==> config.mk <==
export PLATFORM = sky130hd
export DESIGN_NAME = clct_subkey_unpack
export DESIGN_NICKNAME = d
export VERILOG_FILES = /design/src/rtl/clct_subkey_unpack.sv
export SDC_FILE = /design/constraint.sdc
export NUM_CORES = 1
export LEC_CHECK = 0
export CORE_MARGIN = 2
export CORE_UTILIZATION = 30
export CTS_CLUSTER_DIAMETER = 200
export CTS_CLUSTER_SIZE = 24
export DETAILED_ROUTE_END_ITERATION = 10
export DONT_BUFFER_PORTS = 1
export GPL_ROUTABILITY_DRIVEN = 0
export PLACE_DENSITY_LB_ADDON = 0.2
export SYNTH_ARGS = -nofsm -noshare
export SYNTH_HDL_FRONTEND = slang
export SYNTH_SLANG_ARGS = --single-unit
==> constraint.sdc <==
create_clock -name clock -period 10.32 [get_ports clock]
set_input_delay 0.516 -clock clock [delete_from_list [all_inputs] [get_ports clock]]
set_output_delay 0.516 -clock clock [all_outputs]
set_load 0.01 [all_outputs]
==> src/rtl/clct_subkey_unpack.sv <==
// Receiver-side unpacker for the best-of-7 CLCT word: decodes the 1/8-strip subkey into
// CFEB/halfstrip/quarter/eighth-strip fields, flags clamps and range errors, buffers in a credit FIFO.
module clct_subkey_unpack #(
  parameter int unsigned MXXKYB     = 10,
  parameter int unsigned MXPATB     = 7,
  parameter int unsigned MXQLTB     = 6,
  parameter int unsigned MXBNDB     = 5,
  parameter int unsigned MXPATC     = 12,
  parameter int unsigned MXHSX      = 224,
  parameter int unsigned FIFO_DEPTH = 4,
  parameter int unsigned CNTW       = 16
) (
  input  logic                            clock,
  input  logic                            reset,
  input  logic                            in_valid,
  output logic                            in_ready,
  input  logic [MXXKYB-1:0]               in_subkey,
  input  logic [MXPATB-1:0]               in_pat,
  input  logic [MXQLTB-1:0]               in_qlt,
  input  logic [MXBNDB-1:0]               in_bend,
  input  logic [MXPATC-1:0]               in_carry,
  output logic                            out_valid,
  input  logic                            out_ready,
  output logic [2:0]                      out_cfeb,
  output logic [4:0]                      out_key,
  output logic [MXXKYB-3:0]               out_hs,
  output logic                            out_qs,
  output logic                            out_es,
  output logic                            out_me1a,
  output logic                            out_edge,
  output logic                            out_err,
  output logic [MXPATB-1:0]               out_pat,
  output logic [MXQLTB-1:0]               out_qlt,
  output logic [MXBNDB-1:0]               out_bend,
  output logic [MXPATC-1:0]               out_carry,
  output logic [$clog2(FIFO_DEPTH):0]     fifo_count,
  output logic [CNTW-1:0]                 cnt_decoded,
  output logic [CNTW-1:0]                 cnt_err,
  output logic [CNTW-1:0]                 cnt_edge
);

  localparam int unsigned HSW  = MXXKYB - 2;
  localparam int unsigned HSW1 = HSW + 1;
  localparam int unsigned AW   = $clog2(FIFO_DEPTH);
  localparam int unsigned CW   = AW + 1;
  localparam int unsigned CW1  = CW + 1;

  // Clamp values the selector can emit at the ME1/1b and ME1/1a boundaries
  localparam logic [MXXKYB-1:0] LP_EDGE_LO_B = MXXKYB'(0);
  localparam logic [MXXKYB-1:0] LP_EDGE_HI_B = MXXKYB'(4 * 127 + 3);
  localparam logic [MXXKYB-1:0] LP_EDGE_LO_A = MXXKYB'(4 * 128);
  localparam logic [MXXKYB-1:0] LP_EDGE_HI_A = MXXKYB'(4 * 223 + 3);
  localparam logic [HSW:0]      LP_HSX       = HSW1'(MXHSX);
  localparam logic [HSW-1:0]    LP_ME1A_HS   = HSW'(128);

  typedef struct packed {
    logic [2:0]        cfeb;
    logic [4:0]        key;
    logic [HSW-1:0]    hs;
    logic              qs;
    logic              es;
    logic              me1a;
    logic              is_edge;
    logic              err;
    logic [MXPATB-1:0] pat;
    logic [MXQLTB-1:0] qlt;
    logic [MXBNDB-1:0] bend;
    logic [MXPATC-1:0] carry;
  } entry_t;

  // Input decode
  logic           w_accept;
  logic [HSW-1:0] w_in_hs;
  logic           w_in_err;
  logic           w_in_edge;

  assign w_accept  = in_valid && in_ready;
  assign w_in_hs   = in_subkey[MXXKYB-1:2];
  assign w_in_err  = {1'b0, w_in_hs} >= LP_HSX;
  assign w_in_edge = (in_subkey == LP_EDGE_LO_B) || (in_subkey == LP_EDGE_HI_B) ||
                     (in_subkey == LP_EDGE_LO_A) || (in_subkey == LP_EDGE_HI_A);

  // Stage S1: raw split of the subkey plus flags
  logic              r_s1_valid;
  logic [HSW-1:0]    r_s1_hs;
  logic [1:0]        r_s1_offs;
  logic              r_s1_err;
  logic              r_s1_edge;
  logic [MXPATB-1:0] r_s1_pat;
  logic [MXQLTB-1:0] r_s1_qlt;
  logic [MXBNDB-1:0] r_s1_bend;
  logic [MXPATC-1:0] r_s1_carry;

  always_ff @(posedge clock or posedge reset) begin
    if (reset) begin
      r_s1_valid <= 1'b0;
      r_s1_hs    <= '0;
      r_s1_offs  <= '0;
      r_s1_err   <= 1'b0;
      r_s1_edge  <= 1'b0;
      r_s1_pat   <= '0;
      r_s1_qlt   <= '0;
      r_s1_bend  <= '0;
      r_s1_carry <= '0;
    end else begin
      r_s1_valid <= w_accept;
      if (w_accept) begin
        r_s1_hs    <= w_in_hs;
        r_s1_offs  <= in_subkey[1:0];
        r_s1_err   <= w_in_err;
        r_s1_edge  <= w_in_edge;
        r_s1_pat   <= in_pat;
        r_s1_qlt   <= in_qlt;
        r_s1_bend  <= in_bend;
        r_s1_carry <= in_carry;
      end
    end
  end

  // Stage S2 decode; out-of-range halfstrips are steered to CFEB 7 in ME1/1a
  entry_t w_s2_next;

  always_comb begin
    w_s2_next         = '0;
    w_s2_next.hs      = r_s1_hs;
    w_s2_next.key     = r_s1_hs[4:0];
    w_s2_next.qs      = r_s1_offs[1];
    w_s2_next.es      = r_s1_offs[0];
    w_s2_next.is_edge = r_s1_edge;
    w_s2_next.err     = r_s1_err;
    w_s2_next.pat     = r_s1_pat;
    w_s2_next.qlt     = r_s1_qlt;
    w_s2_next.bend    = r_s1_bend;
    w_s2_next.carry   = r_s1_carry;
    if (r_s1_err) begin
      w_s2_next.cfeb = 3'd7;
      w_s2_next.me1a = 1'b1;
    end else begin
      w_s2_next.cfeb = r_s1_hs[HSW-1 -: 3];
      w_s2_next.me1a = (r_s1_hs >= LP_ME1A_HS);
    end
  end

  logic   r_s2_valid;
  entry_t r_s2;

  always_ff @(posedge clock or posedge reset) begin
    if (reset) begin
      r_s2_valid <= 1'b0;
      r_s2       <= '0;
    end else begin
      r_s2_valid <= r_s1_valid;
      if (r_s1_valid) begin
        r_s2 <= w_s2_next;
      end
    end
  end

  // Output FIFO, first-word-fall-through; credits guarantee a push never finds it full
  entry_t          r_mem [FIFO_DEPTH];
  logic [AW-1:0]   r_wr_ptr;
  logic [AW-1:0]   r_rd_ptr;
  logic [CW-1:0]   r_count;
  logic            w_push;
  logic            w_pop;
  entry_t          w_head;

  assign w_push = r_s2_valid;
  assign w_pop  = (r_count != '0) && out_ready;
  assign w_head = r_mem[r_rd_ptr];

  always_ff @(posedge clock or posedge reset) begin
    if (reset) begin
      for (int unsigned i = 0; i < FIFO_DEPTH; i++) begin
        r_mem[i] <= '0;
      end
      r_wr_ptr <= '0;
      r_rd_ptr <= '0;
      r_count  <= '0;
    end else begin
      if (w_push) begin
        r_mem[r_wr_ptr] <= r_s2;
        r_wr_ptr        <= r_wr_ptr + AW'(1);
      end
      if (w_pop) begin
        r_rd_ptr <= r_rd_ptr + AW'(1);
      end
      case ({w_push, w_pop})
        2'b10:   r_count <= r_count + CW'(1);
        2'b01:   r_count <= r_count - CW'(1);
        default: r_count <= r_count;
      endcase
    end
  end

  // Credits: every entry in flight or stored holds one FIFO slot
  logic [CW:0] w_used;

  assign w_used   = CW1'(r_count) + CW1'(r_s1_valid) + CW1'(r_s2_valid);
  assign in_ready = w_used < CW1'(FIFO_DEPTH);

  // Saturating statistics, counted at FIFO write
  logic [CNTW-1:0] r_cnt_decoded;
  logic [CNTW-1:0] r_cnt_err;
  logic [CNTW-1:0] r_cnt_edge;

  always_ff @(posedge clock or posedge reset) begin
    if (reset) begin
      r_cnt_decoded <= '0;
      r_cnt_err     <= '0;
      r_cnt_edge    <= '0;
    end else if (w_push) begin
      if (r_cnt_decoded != {CNTW{1'b1}}) r_cnt_decoded <= r_cnt_decoded + CNTW'(1);
      if (r_s2.err && (r_cnt_err != {CNTW{1'b1}})) r_cnt_err <= r_cnt_err + CNTW'(1);
      if (r_s2.is_edge && (r_cnt_edge != {CNTW{1'b1}})) r_cnt_edge <= r_cnt_edge + CNTW'(1);
    end
  end

  assign out_valid   = (r_count != '0);
  assign out_cfeb    = w_head.cfeb;
  assign out_key     = w_head.key;
  assign out_hs      = w_head.hs;
  assign out_qs      = w_head.qs;
  assign out_es      = w_head.es;
  assign out_me1a    = w_head.me1a;
  assign out_edge    = w_head.is_edge;
  assign out_err     = w_head.err;
  assign out_pat     = w_head.pat;
  assign out_qlt     = w_head.qlt;
  assign out_bend    = w_head.bend;
  assign out_carry   = w_head.carry;
  assign fifo_count  = r_count;
  assign cnt_decoded = r_cnt_decoded;
  assign cnt_err     = r_cnt_err;
  assign cnt_edge    = r_cnt_edge;

endmodule

==> Yosys cells after proc, flatten, opt, wreduce, memory -nomap -nowiden <==
Index checks and enable logic that the tools add are counted.
{ "word_totals": {"reg_bits": 354, "input_bits": 44, "output_inout_bits": 104, "elab_cells": 124} }
{ "op_classes": {"add_sub_neg": 9, "magnitude_cmp": 6, "n_eq_ne": 8, "muxes": 9, "n_bitwise": 2, "n_reduce_logical": 14} }
{ "op_table": {"columns": ["operator", "count"], "rows": [
  ["204-bit bitwise mux", 1],
  ["51-bit 2-to-1 mux", 3],
  ["51-bit binary-select mux with 2-bit select", 1],
  ["51-bit demux with 2-bit select", 1],
  ["16-bit by 1-bit adder with 16-bit output, second input constant", 3],
  ["16-bit inequality test, second input constant", 3],
  ["10-bit == test, second input constant", 2],
  ["8-bit greater-or-equal comparator, second input constant", 2],
  ["10-bit by 9-bit == test with 1-bit output, second input constant", 1],
  ["10-bit zero test", 1],
  ["3-bit greater-or-equal comparator, second input constant", 2],
  ["2-bit NOT with 3-bit output", 2],
  ["3-bit case mux with 2 select lines", 1],
  ["2-bit AND reduction", 3],
  ["1-bit logical AND", 5],
  ["2-bit by 1-bit adder with 2-bit output, second input constant", 2],
  ["3-bit by 1-bit adder with 4-bit output", 1],
  ["4-bit by 1-bit adder with 4-bit output", 1],
  ["4-bit by 3-bit < comparator with 1-bit output, second input constant", 1],
  ["3-bit by 1-bit adder with 3-bit output, second input constant", 1],
  ["1-bit logical OR", 3],
  ["3-bit by 1-bit < comparator with 1-bit output, second input constant", 1],
  ["3-bit 2-to-1 mux", 1],
  ["3-bit nonzero test", 1],
  ["5 further kinds", 5]
]} }

==> Longest topological paths before layout <==
Gate-level depths: netlist of run 1.
{ "logic_depth": {"word_depth": 6, "depth_mapped": 9, "mapped_depth_nobuf": 8} }

==> Worst setup path after synthesis of run 1 <==
OpenSTA, ideal clock, no wires.
{ "synth_timing": {"path_kind": "reg-to-output", "startpoint": "register r_rd_ptr[0]", "endpoint": "output out_key[0]", "arrival_time_ps": 1571, "required_time_ps": 9804, "setup_slack_ps": 8233, "path_stages_with_launch": 5, "n_path_buf": 3, "path_cell_list": "dfrtp_1 buf_4 buf_2 mux4_2 buf_4"} }
{ "synth_via": {"elab_chain_len": 4} }
{ "synth_lines": {"columns": ["element", "line", "source"], "rows": [
  ["from (decl)", "162", "logic [AW-1:0] r_rd_ptr;"],
  ["from (signal assigned)", "186", "r_rd_ptr <= r_rd_ptr + AW'(1);"],
  ["2-bit NOT with 3-bit output (not written as such)", "170", "assign w_head = r_mem[r_rd_ptr];"],
  ["51-bit binary-select mux with 2-bit select", "170", null],
  ["51-bit 2-to-1 mux (not written as such) (2 in series)", "170", null],
  ["to (decl)", "25", "output logic [4:0] out_key,"]
]} }
No other way between the ends. The select of a mux whose other input is x is not followed.

==> Worst setup path after layout of run 1 <==
{ "layout_timing": {"startpoint": "register r_rd_ptr[0]", "endpoint": "output out_key[1]"} }
The elaborated chain is that of the path after synthesis.

==> results of run 1 <==
-- state kept, by name (all words and copies together), names as in the netlist --
signal and cells:
cnt_err 16, r_s1_qlt 6, r_s1_edge 1, r_mem 184, r_s1_hs 8, r_s1_offs 2, r_s1_pat 7, r_s1_valid 1
r_s1_carry 12, r_wr_ptr 2, r_s2_valid 1, cnt_edge 16, fifo_count 3, r_s2 46, r_rd_ptr 2, r_s1_bend 5
cnt_decoded 16, r_s1_err 1
-- power breakdown --
part,internal [mW],switching [mW]
Combinational,0.821,0.612
Clock,0.301,0.420
Sequential,1.85,0.474
Total,2.97,1.51
-- final timing paths --
check                      slack, ns  cells past startpoint        start             end
max in group asynchronous       8.66                      2        reset     r_rd_ptr[0]
max reg2reg                     7.34                      6   r_s2_valid  r_s1_carry[11]
min in group clock              0.12                      1  in_carry[5]   r_s1_carry[5]
min                             0.02                      1        reset     cnt_edge[9]
max                             7.13                      2  r_rd_ptr[0]      out_key[1]
min reg2reg                     0.49                      1  r_s1_pat[3]     r_s1_pat[3]
-- stage by stage --
stage,utilization,hold WS [ns]
finish,0.3244,0.02480
global route,0.3244,0.08203
CTS,0.3244,0.08090
detailed placement,0.3150,0.4684
global placement,0.3150,0.4640
floorplan,-,0.3487
-- logic make-up (layout without fill, tap and decap cells) --
family	count (synthesis)	in the layout	share of synthesized area
DFF	329	329	0.5862
muxes	318	318	0.2918
and+or+nand+nor	119	119	0.04731
buffers and inverters	58	38	0.02397
xor gates and xnor gates	45	45	0.02807
AOI/OAI and AO/OA	25	25	0.01319
adders and majority gates	10	10	0.009444
-- metal layers --
metal  vias to the layer above  wire [um]  share of wire
met4                         8        416          0.014
met2                       137      13790           0.45
met1                      3843      14420           0.47
li1                       3215          -              -
met3                        32       2088          0.068
met5                         -         57         0.0019
-- layout make-up --
| cell class | count | area (um^2) | area share |
|---|---|---|---|
| tap | 607 | 759.5 | 0.05049 |
| multi-input combinational | 517 | 5500 | 0.3657 |
| clock buffer | 18 | 429.2 | 0.02853 |
| sequential | 329 | 8242 | 0.5480 |
| clock inverter | 1 | 8.758 | 0.0005823 |
| timing repair buffer | 6 | 45.04 | 0.002995 |
| inverter | 13 | 56.30 | 0.003743 |
-- cells in the mapped netlist, types with 2 or more instances --
master and n:
nor2_1 22, inv_1 13, buf_8 2, nor3_2 2
a21oi_2 2, nand3_1 12, clkbuf_1 6, nand2_2 2
buf_2 23, mux4_2 46, and3_1 4, and4_1 6
xor2_1 20, nand2_1 27, dfrtp_1 329, mux2_1 58
xnor2_1 25, buf_6 5, o21ai_0 4, nor3b_1 2
nand4_1 18, nor4_1 2, nor3_1 3, and2_1 4
ha_1 9, buf_4 8, mux2_2 213, nor2_2 5
a21oi_1 10
-- worst max-delay path: stages, from the launching register on --
cell and delay [ns]:
dfrtp_4 0.84, buf_4 0.62, mux4_2 0.67
==> run_summary.xml, run 1 <==
<?xml version="1.0" encoding="UTF-8"?>
<metrics>
  <group name="grt">
    <metric name="grt_first_pass_wirelength" unit="um">47830</metric>
    <metric name="vias_in_the_first_global_route" unit="">7661</metric>
    <metric name="antenna_violations_before_repair" unit="">5</metric>
    <metric name="grt_use_met1" unit="">0.1772</metric>
    <metric name="maximum_number_of_pins_on_one_net_before_global_route_repair" unit="">132</metric>
    <metric name="grt.busiest_layer" unit="">met2</metric>
    <metric name="globalRouteMet3Util" unit="">0.04165</metric>
    <metric name="grt_overflow_total" unit="">0</metric>
    <metric name="met2_usage" unit="">0.2001</metric>
    <metric name="grt_overall_usage" unit="">0.1282</metric>
  </group>
  <group name="sta">
    <metric name="slew_viol_final" unit="">0</metric>
    <metric name="final_min_period_over_clock_period" unit="">0.3088</metric>
    <metric name="timing.slew.headroom" unit="">0.3605</metric>
    <metric name="setup_viol" unit="">0</metric>
    <metric name="fin_ws" unit="ns">7.133</metric>
    <metric name="timing_worst_slew_pin_value" unit="ns">0.9592</metric>
    <metric name="max_clock_freq" unit="GHz">0.3138</metric>
    <metric name="sum_of_negative_setup_slack" unit="ns">0</metric>
    <metric name="worst_clock_skew" unit="ns">0.01266</metric>
    <metric name="setup_repair_after_global_routing_missed_its_margin" unit="">no</metric>
    <metric name="total_count_of_hold_check_failures_in_the_final_report" unit="">0</metric>
    <metric name="layout_min_cycle_time" unit="ns">3.187</metric>
  </group>
  <group name="flow_run">
    <metric name="cap_viol_max_count" unit="">0</metric>
  </group>
  <group name="clock_network">
    <metric name="tritoncts" unit="">yes</metric>
    <metric name="clkSlewWorstSetupHoldPaths" unit="ns">0.10</metric>
    <metric name="post_cts_resized" unit="">0</metric>
    <metric name="number_of_buffers_between_clock_root_and_the_deepest_sink" unit="">3</metric>
    <metric name="clk_latency" unit="ns">0.52</metric>
    <metric name="clockRootBuffer" unit="">clkbuf_16</metric>
    <metric name="clk_sinks" unit="">329</metric>
    <metric name="holdBufCountCts" unit="">0</metric>
    <metric name="cts_setup_buffers" unit="">0</metric>
    <metric name="htree_num_levels" unit="">1</metric>
    <metric name="cts-buffers-inserted" unit="">17</metric>
  </group>
  <group name="synth">
    <metric name="synth_largest_type_area_fraction" unit="">0.5862</metric>
    <metric name="synth_top_cell_by_area" unit="">dfrtp_1</metric>
    <metric name="postSynthRegisterBits" unit="">329</metric>
    <metric name="synth.cell_area" unit="mm^2">0.01404</metric>
    <metric name="synth_seq_area_share" unit="">0.5862</metric>
    <metric name="synth_cell_type_count" unit="">51</metric>
    <metric name="syn-num-nets" unit="">958</metric>
    <metric name="post_synthesis_async_set_or_reset_flop_share" unit="">1.000</metric>
    <metric name="synthFlopType" unit="">dfrtp_1</metric>
    <metric name="synth_enable_flop_cells" unit="">0</metric>
    <metric name="mean_instance_size_in_the_synthesized_netlist" unit="um^2">15.53</metric>
    <metric name="yosys_warnings" unit="">0</metric>
    <metric name="post_synth_main_area_contributors" unit="">dfrtp_1, mux2_2, mux4_2, mux2_1, xnor2_1</metric>
    <metric name="postSynthCellCount" unit="">904</metric>
  </group>
  <group name="die">
    <metric name="die_w" unit="um">220.4</metric>
    <metric name="io-pin-count" unit="">148</metric>
    <metric name="fp.coreArea" unit="mm^2">0.04636</metric>
    <metric name="initial_core_util" unit="">0.3029</metric>
    <metric name="rows" unit="">79</metric>
    <metric name="die-height" unit="um">220.4</metric>
    <metric name="dieArea" unit="mm^2">0.04856</metric>
  </group>
  <group name="detailed_routing">
    <metric name="firstDrtPassIters" unit="">4</metric>
    <metric name="drt_iter0_drc" unit="">372</metric>
    <metric name="detail_route.vias_per_cell" unit="">4.852</metric>
    <metric name="drt_wl_total" unit="um">30770</metric>
    <metric name="drt_antenna_net_count" unit="">0</metric>
    <metric name="remaining_drc_errors" unit="">0</metric>
    <metric name="routed-via-count" unit="">7235</metric>
    <metric name="wl_per_cell" unit="um">20.64</metric>
  </group>
  <group name="setup_path">
    <metric name="timing.critical_path.to_type" unit="">primary output</metric>
    <metric name="start_kind" unit="">flop</metric>
    <metric name="worst-endpoint-required" unit="ns">9.80</metric>
    <metric name="worstPathArrival" unit="ns">2.67</metric>
    <metric name="path_max_fanout" unit="">25</metric>
    <metric name="worstSetupPathType" unit="">reg -&gt; out</metric>
  </group>
  <group name="outcome">
    <metric name="outcome" unit="">complete, no violations</metric>
  </group>
  <group name="finish">
    <metric name="antennaDiodeCount" unit="">0</metric>
    <metric name="mostFrequentLayoutCell" unit="">dfrtp_1</metric>
    <metric name="layout.cells.non_filler" unit="">1491</metric>
    <metric name="final_layout_size_suffix_gt1_frac" unit="">0.3518</metric>
    <metric name="mostFrequentLayoutCells" unit="">dfrtp_1, mux2_2, mux2_1</metric>
    <metric name="fin_area" unit="mm^2">0.01504</metric>
    <metric name="area.growth.synth_to_final" unit="%">7.101</metric>
    <metric name="nets" unit="">938</metric>
    <metric name="fillCellCount" unit="">4541</metric>
  </group>
  <group name="place">
    <metric name="placedInstanceArea" unit="mm^2">0.01460</metric>
    <metric name="post-dp-hpwl" unit="um">17980</metric>
    <metric name="pre_cts_ws" unit="ns">7.299</metric>
    <metric name="placed_cells" unit="">1472</metric>
    <metric name="place.port_buffers" unit="">0</metric>
  </group>
  <group name="power">
    <metric name="p_leak" unit="nW">6.418</metric>
    <metric name="power.ir.vdd_worst" unit="V">0.0001467</metric>
    <metric name="power_per_cell_area" unit="mW/mm^2">297.7</metric>
    <metric name="report.power.total" unit="mW">4.478</metric>
  </group>
  <group name="hold_path">
    <metric name="worst_hold_path_type" unit="">in -&gt; async</metric>
  </group>
</metrics>
No activity file was read; power rests on OpenSTA's default activity.
==> run 2: changes to the inputs <==
clock period = 2.7 ns   (was 10.32 ns; I/O delays follow)
==> run 2 against run 1 <==
- critical path depth unchanged
- via count up 3.5%
- worst setup slack worse by 6.9 ns
- routed wire length up 1.2%
- clock-buffer cell count up 2
- combinational power rose to 4.2 times the previous value
- register-to-register slack worse by 6.9 ns
==> run_summary.xml, run 2 (synthesis gave the netlist of run 1 again) <==
<?xml version="1.0" encoding="UTF-8"?>
<metrics>
  <group name="power">
    <metric name="p_leak" unit="nW">6.768</metric>
    <metric name="power.ir.vdd_worst" unit="V">0.0005435</metric>
    <metric name="power_per_cell_area" unit="mW/mm^2">1108</metric>
  </group>
  <group name="finish">
    <metric name="largest_register_ffs" unit="">184</metric>
    <metric name="multi_input_combinational_cell_area" unit="mm^2">0.005502</metric>
    <metric name="fillCellCount" unit="">4499</metric>
    <metric name="finalCoreUtilization" unit="">0.3410</metric>
    <metric name="fin_area" unit="mm^2">0.01581</metric>
    <metric name="mostFrequentLayoutCells" unit="">dfrtp_1, mux2_2, mux2_1</metric>
    <metric name="area.sequential" unit="mm^2">0.008244</metric>
    <metric name="mostFrequentLayoutCell" unit="">dfrtp_1</metric>
    <metric name="nets" unit="">1004</metric>
    <metric name="area.growth.synth_to_final" unit="%">12.56</metric>
    <metric name="final_layout_size_suffix_gt1_frac" unit="">0.3526</metric>
    <metric name="reg_top3" unit="">r_mem x184, r_s2 x46</metric>
    <metric name="antennaDiodeCount" unit="">0</metric>
    <metric name="regMostFlops" unit="">r_mem</metric>
  </group>
  <group name="sta">
    <metric name="timing.slew.headroom" unit="">0.4453</metric>
    <metric name="whs" unit="ns">0.04155</metric>
    <metric name="layout_min_cycle_time" unit="ns">2.420</metric>
    <metric name="slew_viol_final" unit="">0</metric>
    <metric name="fin_ws" unit="ns">0.2800</metric>
    <metric name="setup_repair_after_global_routing_missed_its_margin" unit="">no</metric>
    <metric name="setup_viol" unit="">0</metric>
    <metric name="timing_worst_slew_pin_value" unit="ns">0.8321</metric>
    <metric name="max_clock_freq" unit="GHz">0.4132</metric>
    <metric name="total_count_of_hold_check_failures_in_the_final_report" unit="">0</metric>
    <metric name="worst_clock_skew" unit="ns">0.01891</metric>
    <metric name="final_min_period_over_clock_period" unit="">0.8963</metric>
  </group>
  <group name="setup_path">
    <metric name="reg2reg_setup_slack" unit="ns">0.41</metric>
    <metric name="crit_path_cell_trace" unit="">buf_4 -&gt; mux4_2</metric>
    <metric name="timing.critical_path.to_type" unit="">primary output</metric>
    <metric name="worst-endpoint-required" unit="ns">2.57</metric>
    <metric name="path_max_fanout" unit="">26</metric>
    <metric name="worst_path_largest_cell_delay" unit="ns">0.85</metric>
    <metric name="worstPathArrival" unit="ns">2.28</metric>
    <metric name="cp-startpoint" unit="">r_rd_ptr[0]</metric>
    <metric name="reg_to_reg_startpoint" unit="">fifo_count[0]</metric>
    <metric name="worstSetupPathType" unit="">reg -&gt; out</metric>
    <metric name="start_kind" unit="">flop</metric>
    <metric name="cpMaxStageDelayCell" unit="">dfrtp_4</metric>
  </group>
  <group name="grt">
    <metric name="globalRouteMet3Util" unit="">0.03615</metric>
    <metric name="grt_overall_usage" unit="">0.1308</metric>
    <metric name="grt_use_met1" unit="">0.1819</metric>
    <metric name="antenna_violations_before_repair" unit="">2</metric>
    <metric name="grt_first_pass_wirelength" unit="um">49110</metric>
    <metric name="grt.busiest_layer" unit="">met2</metric>
    <metric name="grt_overflow_total" unit="">0</metric>
    <metric name="maximum_number_of_pins_on_one_net_before_global_route_repair" unit="">86</metric>
    <metric name="met2_usage" unit="">0.2068</metric>
    <metric name="vias_in_the_first_global_route" unit="">7981</metric>
  </group>
  <group name="die">
    <metric name="die-height" unit="um">220.4</metric>
    <metric name="dieArea" unit="mm^2">0.04856</metric>
    <metric name="io-pin-count" unit="">148</metric>
    <metric name="die_w" unit="um">220.4</metric>
    <metric name="fp.coreArea" unit="mm^2">0.04636</metric>
    <metric name="initial_core_util" unit="">0.3029</metric>
    <metric name="rows" unit="">79</metric>
  </group>
  <group name="flow_run">
    <metric name="cap_viol_max_count" unit="">0</metric>
  </group>
  <group name="detailed_routing">
    <metric name="drt_wl_total" unit="um">31140</metric>
    <metric name="routed-via-count" unit="">7491</metric>
    <metric name="firstDrtPassIters" unit="">4</metric>
    <metric name="remaining_drc_errors" unit="">0</metric>
    <metric name="wl_per_cell" unit="um">19.96</metric>
    <metric name="drt_iter0_drc" unit="">374</metric>
    <metric name="drt_antenna_net_count" unit="">0</metric>
    <metric name="detail_route.vias_per_cell" unit="">4.802</metric>
  </group>
  <group name="clock_network">
    <metric name="clk_latency" unit="ns">0.53</metric>
    <metric name="tritoncts" unit="">yes</metric>
    <metric name="holdBufCountCts" unit="">42</metric>
    <metric name="post_cts_resized" unit="">0</metric>
    <metric name="clockRootBuffer" unit="">clkbuf_16</metric>
    <metric name="number_of_buffers_between_clock_root_and_the_deepest_sink" unit="">3</metric>
    <metric name="cts_setup_buffers" unit="">0</metric>
    <metric name="clk_sinks" unit="">329</metric>
    <metric name="cts-buffers-inserted" unit="">17</metric>
    <metric name="htree_num_levels" unit="">1</metric>
    <metric name="clkSlewWorstSetupHoldPaths" unit="ns">0.10</metric>
  </group>
  <group name="place">
    <metric name="pre_cts_ws" unit="ns">0.4190</metric>
    <metric name="placedInstanceArea" unit="mm^2">0.01493</metric>
    <metric name="post-dp-hpwl" unit="um">19820</metric>
    <metric name="place.port_buffers" unit="">0</metric>
  </group>
  <group name="outcome">
    <metric name="outcome" unit="">complete, no violations</metric>
  </group>
  <group name="hold_path">
    <metric name="worst_hold_path_type" unit="">in -&gt; reg</metric>
    <metric name="hold_start" unit="">in_valid</metric>
  </group>
</metrics>
run 2: changes by cell type in the layout (fill, tap and decap cells not counted):
cell / delta
dlygate4sd3_1: +42
buf_12: +12
buf_4: +12
clkbuf_1: +2
and2_2: -1
and2_4: +1
clkinvlp_4: +1
dfrtp_2: -1
dfrtp_4: +1
inv_6: +1
inv_8: -1
run 2: per-stage QoR:
step | power [mW] | instances | setup TNS (ns)
3_5_place_dp | 15.01 | 1496 | 0
6_report | 17.52 | 1560 | 0
4_1_cts | 17.94 | 1560 | 0
5_1_grt | 18.81 | 1560 | 0
2_1_floorplan | 13.18 | 904 | -601.31
3_3_place_gp | 14.85 | 1496 | 0
run 2: layout make-up:
class,count,area share
clock buffers,20,0.02762
clock inverters,2,0.001108
inverters,13,0.003324
multi-input cells,517,0.3480
flip-flops and latches,329,0.5215
well taps,607,0.04804
repair buffers,72,0.05034
run 2: final timing paths:
kind | endpoint | cells after the start
min | r_s1_valid | 2
max | out_key[4] | 2
min in group asynchronous | r_mem[8] | 2
max reg2reg | r_s1_hs[1] | 6
max in group asynchronous | cnt_decoded[14] | 3
min reg2reg | r_s1_pat[4] | 1
run 2: power by group:
group          switching, mW  internal [mW]
clock network           1.63           1.17
registers               1.65           7.07
logic                   2.63           3.36
total                   5.91           11.6
run 2: per-layer routing:
layer | vias to the layer above | routed length (um)
li1 | 3348 | -
met1 | 3985 | 14630
met2 | 123 | 14220
met3 | 31 | 1844
met4 | 4 | 419
met5 | - | 27
run 2: critical path, delay by kind of cell, from the launching register on:
family / cells / cell delay [ns]
flops: 1 / 0.85
mux: 1 / 0.61
buf+inv: 1 / 0.28
==> run 3: changes to the inputs <==
==> constraint.sdc (replaced) <==
create_clock -name clock -period 2.7 [get_ports clock]
set_input_delay 0.675 -clock clock [delete_from_list [all_inputs] [get_ports clock]]
set_output_delay 0.675 -clock clock [all_outputs]
set_load 0.01 [all_outputs]
==> run 3 against run 2 <==
- clock-buffer cell count decreased by 1
- clock power about the same
- sequential power decreased by 1%
- non-clock buffer count decreased by 40
- design area decreased by 2.4%
- die area unchanged
- global-route usage increased by 0.20 points
- worst setup slack got worse by 0.11 ns
- hold slack improved by 0.22 ns
- critical path type unchanged
- largest power group unchanged
==> run_summary.xml, run 3 (synthesis gave the netlist of run 1 again) <==
<?xml version="1.0" encoding="UTF-8"?>
<metrics>
  <group name="power">
    <metric name="power.ir.vdd_worst" unit="V">0.0004605</metric>
    <metric name="report.power.total" unit="mW">17.47</metric>
    <metric name="power_per_cell_area" unit="mW/mm^2">1132</metric>
    <metric name="p_leak" unit="nW">6.610</metric>
  </group>
  <group name="sta">
    <metric name="setup_repair_after_global_routing_missed_its_margin" unit="">no</metric>
    <metric name="worst_clock_skew" unit="ns">0.02720</metric>
    <metric name="layout_min_cycle_time" unit="ns">2.534</metric>
    <metric name="sum_of_negative_setup_slack" unit="ns">0</metric>
    <metric name="final_min_period_over_clock_period" unit="">0.9387</metric>
    <metric name="total_count_of_hold_check_failures_in_the_final_report" unit="">0</metric>
    <metric name="setup_viol" unit="">0</metric>
    <metric name="timing.slew.headroom" unit="">0.6571</metric>
    <metric name="slew_viol_final" unit="">0</metric>
    <metric name="max_clock_freq" unit="GHz">0.3946</metric>
    <metric name="timing_worst_slew_pin_value" unit="ns">0.5143</metric>
  </group>
  <group name="flow_run">
    <metric name="cap_viol_max_count" unit="">0</metric>
  </group>
  <group name="die">
    <metric name="initial_core_util" unit="">0.3029</metric>
    <metric name="die_w" unit="um">220.4</metric>
    <metric name="die-height" unit="um">220.4</metric>
    <metric name="fp.coreArea" unit="mm^2">0.04636</metric>
    <metric name="dieArea" unit="mm^2">0.04856</metric>
    <metric name="rows" unit="">79</metric>
    <metric name="io-pin-count" unit="">148</metric>
  </group>
  <group name="hold_path">
    <metric name="worst_hold_path_type" unit="">in -&gt; reg</metric>
    <metric name="holdPathStages" unit="">1</metric>
  </group>
  <group name="setup_path">
    <metric name="worstSetupPathType" unit="">reg -&gt; out</metric>
    <metric name="start_kind" unit="">flop</metric>
    <metric name="cp_depth" unit="">2</metric>
    <metric name="path_max_fanout" unit="">20</metric>
    <metric name="worstPathArrival" unit="ns">1.86</metric>
    <metric name="crit_path_cell_trace" unit="">buf_12 -&gt; mux4_2</metric>
    <metric name="timing.reg2reg.worst_path_depth" unit="">8</metric>
    <metric name="critPathBufInv" unit="">1</metric>
    <metric name="worst_path_largest_cell_delay" unit="ns">0.61</metric>
    <metric name="worst-endpoint-required" unit="ns">2.03</metric>
    <metric name="cpMaxStageDelayCell" unit="">mux4_2</metric>
    <metric name="worst_path_dominant_cell_family" unit="">multiplexers</metric>
    <metric name="timing.critical_path.to_type" unit="">primary output</metric>
  </group>
  <group name="finish">
    <metric name="area.growth.synth_to_final" unit="%">9.899</metric>
    <metric name="mostFrequentLayoutCells" unit="">dfrtp_1, mux2_2, mux2_1</metric>
    <metric name="regMostFlops" unit="">r_mem</metric>
    <metric name="finalCoreUtilization" unit="">0.3329</metric>
    <metric name="nets" unit="">964</metric>
    <metric name="mostFrequentLayoutCell" unit="">dfrtp_1</metric>
    <metric name="layout.cells.non_filler" unit="">1522</metric>
    <metric name="final_layout_size_suffix_gt1_frac" unit="">0.3695</metric>
    <metric name="reg_top3" unit="">r_mem x184, r_s2 x46</metric>
    <metric name="largest_register_ffs" unit="">184</metric>
  </group>
  <group name="place">
    <metric name="place.port_buffers" unit="">0</metric>
    <metric name="post-dp-hpwl" unit="um">20770</metric>
    <metric name="placed_cells" unit="">1495</metric>
  </group>
  <group name="grt">
    <metric name="grt_first_pass_wirelength" unit="um">49290</metric>
    <metric name="grt_overflow_total" unit="">0</metric>
    <metric name="vias_in_the_first_global_route" unit="">7728</metric>
    <metric name="maximum_number_of_pins_on_one_net_before_global_route_repair" unit="">92</metric>
    <metric name="antenna_violations_before_repair" unit="">4</metric>
    <metric name="grt_overall_usage" unit="">0.1328</metric>
  </group>
  <group name="clock_network">
    <metric name="tritoncts" unit="">yes</metric>
    <metric name="clk_sinks" unit="">329</metric>
    <metric name="clkSlewWorstSetupHoldPaths" unit="ns">0.10</metric>
    <metric name="htree_num_levels" unit="">1</metric>
    <metric name="clk_latency" unit="ns">0.54</metric>
    <metric name="clockRootBuffer" unit="">clkbuf_16</metric>
    <metric name="cts-buffers-inserted" unit="">17</metric>
    <metric name="number_of_buffers_between_clock_root_and_the_deepest_sink" unit="">3</metric>
  </group>
  <group name="detailed_routing">
    <metric name="remaining_drc_errors" unit="">0</metric>
    <metric name="dr.max_layer_used" unit="">met5</metric>
    <metric name="drt_antenna_net_count" unit="">0</metric>
    <metric name="met3_wirelength_from_detailed_routing" unit="um">1918</metric>
    <metric name="detail_route.vias_per_cell" unit="">4.861</metric>
    <metric name="drt_wl_total" unit="um">31840</metric>
    <metric name="firstDrtPassIters" unit="">4</metric>
    <metric name="drt_iter0_drc" unit="">425</metric>
    <metric name="route.met2.wl" unit="um">14750</metric>
    <metric name="routed-via-count" unit="">7399</metric>
    <metric name="met1_length" unit="um">14660</metric>
    <metric name="wl_per_cell" unit="um">20.92</metric>
  </group>
  <group name="outcome">
    <metric name="outcome" unit="">complete, no violations</metric>
  </group>
</metrics>
[run 3: changes by cell type in the layout (fill, tap and decap cells not counted), sizes merged]
cell and delta:
dlygate4sd3 -41, diode +3, clkbuf -1, buf +1
[run 3: repair_timing]
action                                 CTS  global route
hold buffers                             1             0
gates resized for setup                  0             0
setup endpoints to repair               39             0
endpoints found under the hold margin    9             0
buffers inserted                         2             0
[run 3: metal layers]
metal  vias up  GRT usage
met2       118     0.2124
li1       3287          -
met1      3956     0.1813
met5         -          0
met4         6    0.02819
met3        32    0.03478
[run 3: path summary, 6_finish.rpt]
check,startpoint,endpoint,slack (ns)
worst max-delay path,r_rd_ptr[0],out_key[0],0.17
worst min-delay path,in_subkey[5],r_s1_hs[3],0.26
worst max register to register,fifo_count[0],fifo_count[2],0.45
worst min register to register,r_s1_bend[3],r_s1_bend[3],0.49
max in group asynchronous,reset,cnt_edge[8],1.21
min in group asynchronous,reset,r_mem[195],0.61
[run 3: area by class of cell]
type	instances	area, um^2
antenna	3	7.507
clock buffer	19	432.9
clock inverter	2	17.52
fill	4455	30920
inverter	13	52.55
multi-input combinational	517	5502
sequential	329	8244
tap	607	759.5
timing repair buffer	32	417.9
[run 3: worst register-to-register path: cells and delay by family (launching register included)]
kind / cells / cell delay, ns
xor+xnor: 2 / 0.30
fa+ha+maj: 2 / 0.62
buf+inv: 1 / 0.06
flops: 1 / 0.50
simple gates: 3 / 0.70
[run 3: through the flow]
| stage | cell area, um^2 | hold WS [ns] | setup slack, ns |
|---|---|---|---|
| finish | 15430 | 0.2612 | 0.1655 |
| global route | 15430 | 0.2217 | 0.05750 |
| CTS | 15430 | 0.2084 | 0.09750 |
| detailed placement | 14950 | 0.4692 | 0.4410 |
| global placement | 14950 | 0.4620 | 0.4479 |
| floorplan | 14050 | 0.3487 | -2.368 |
[run 3: where the power goes]
part	internal (mW)	total, mW	switching, mW
combinational	3.37	6.07	2.70
sequential	7.08	8.60	1.52
clock	1.16	2.80	1.64
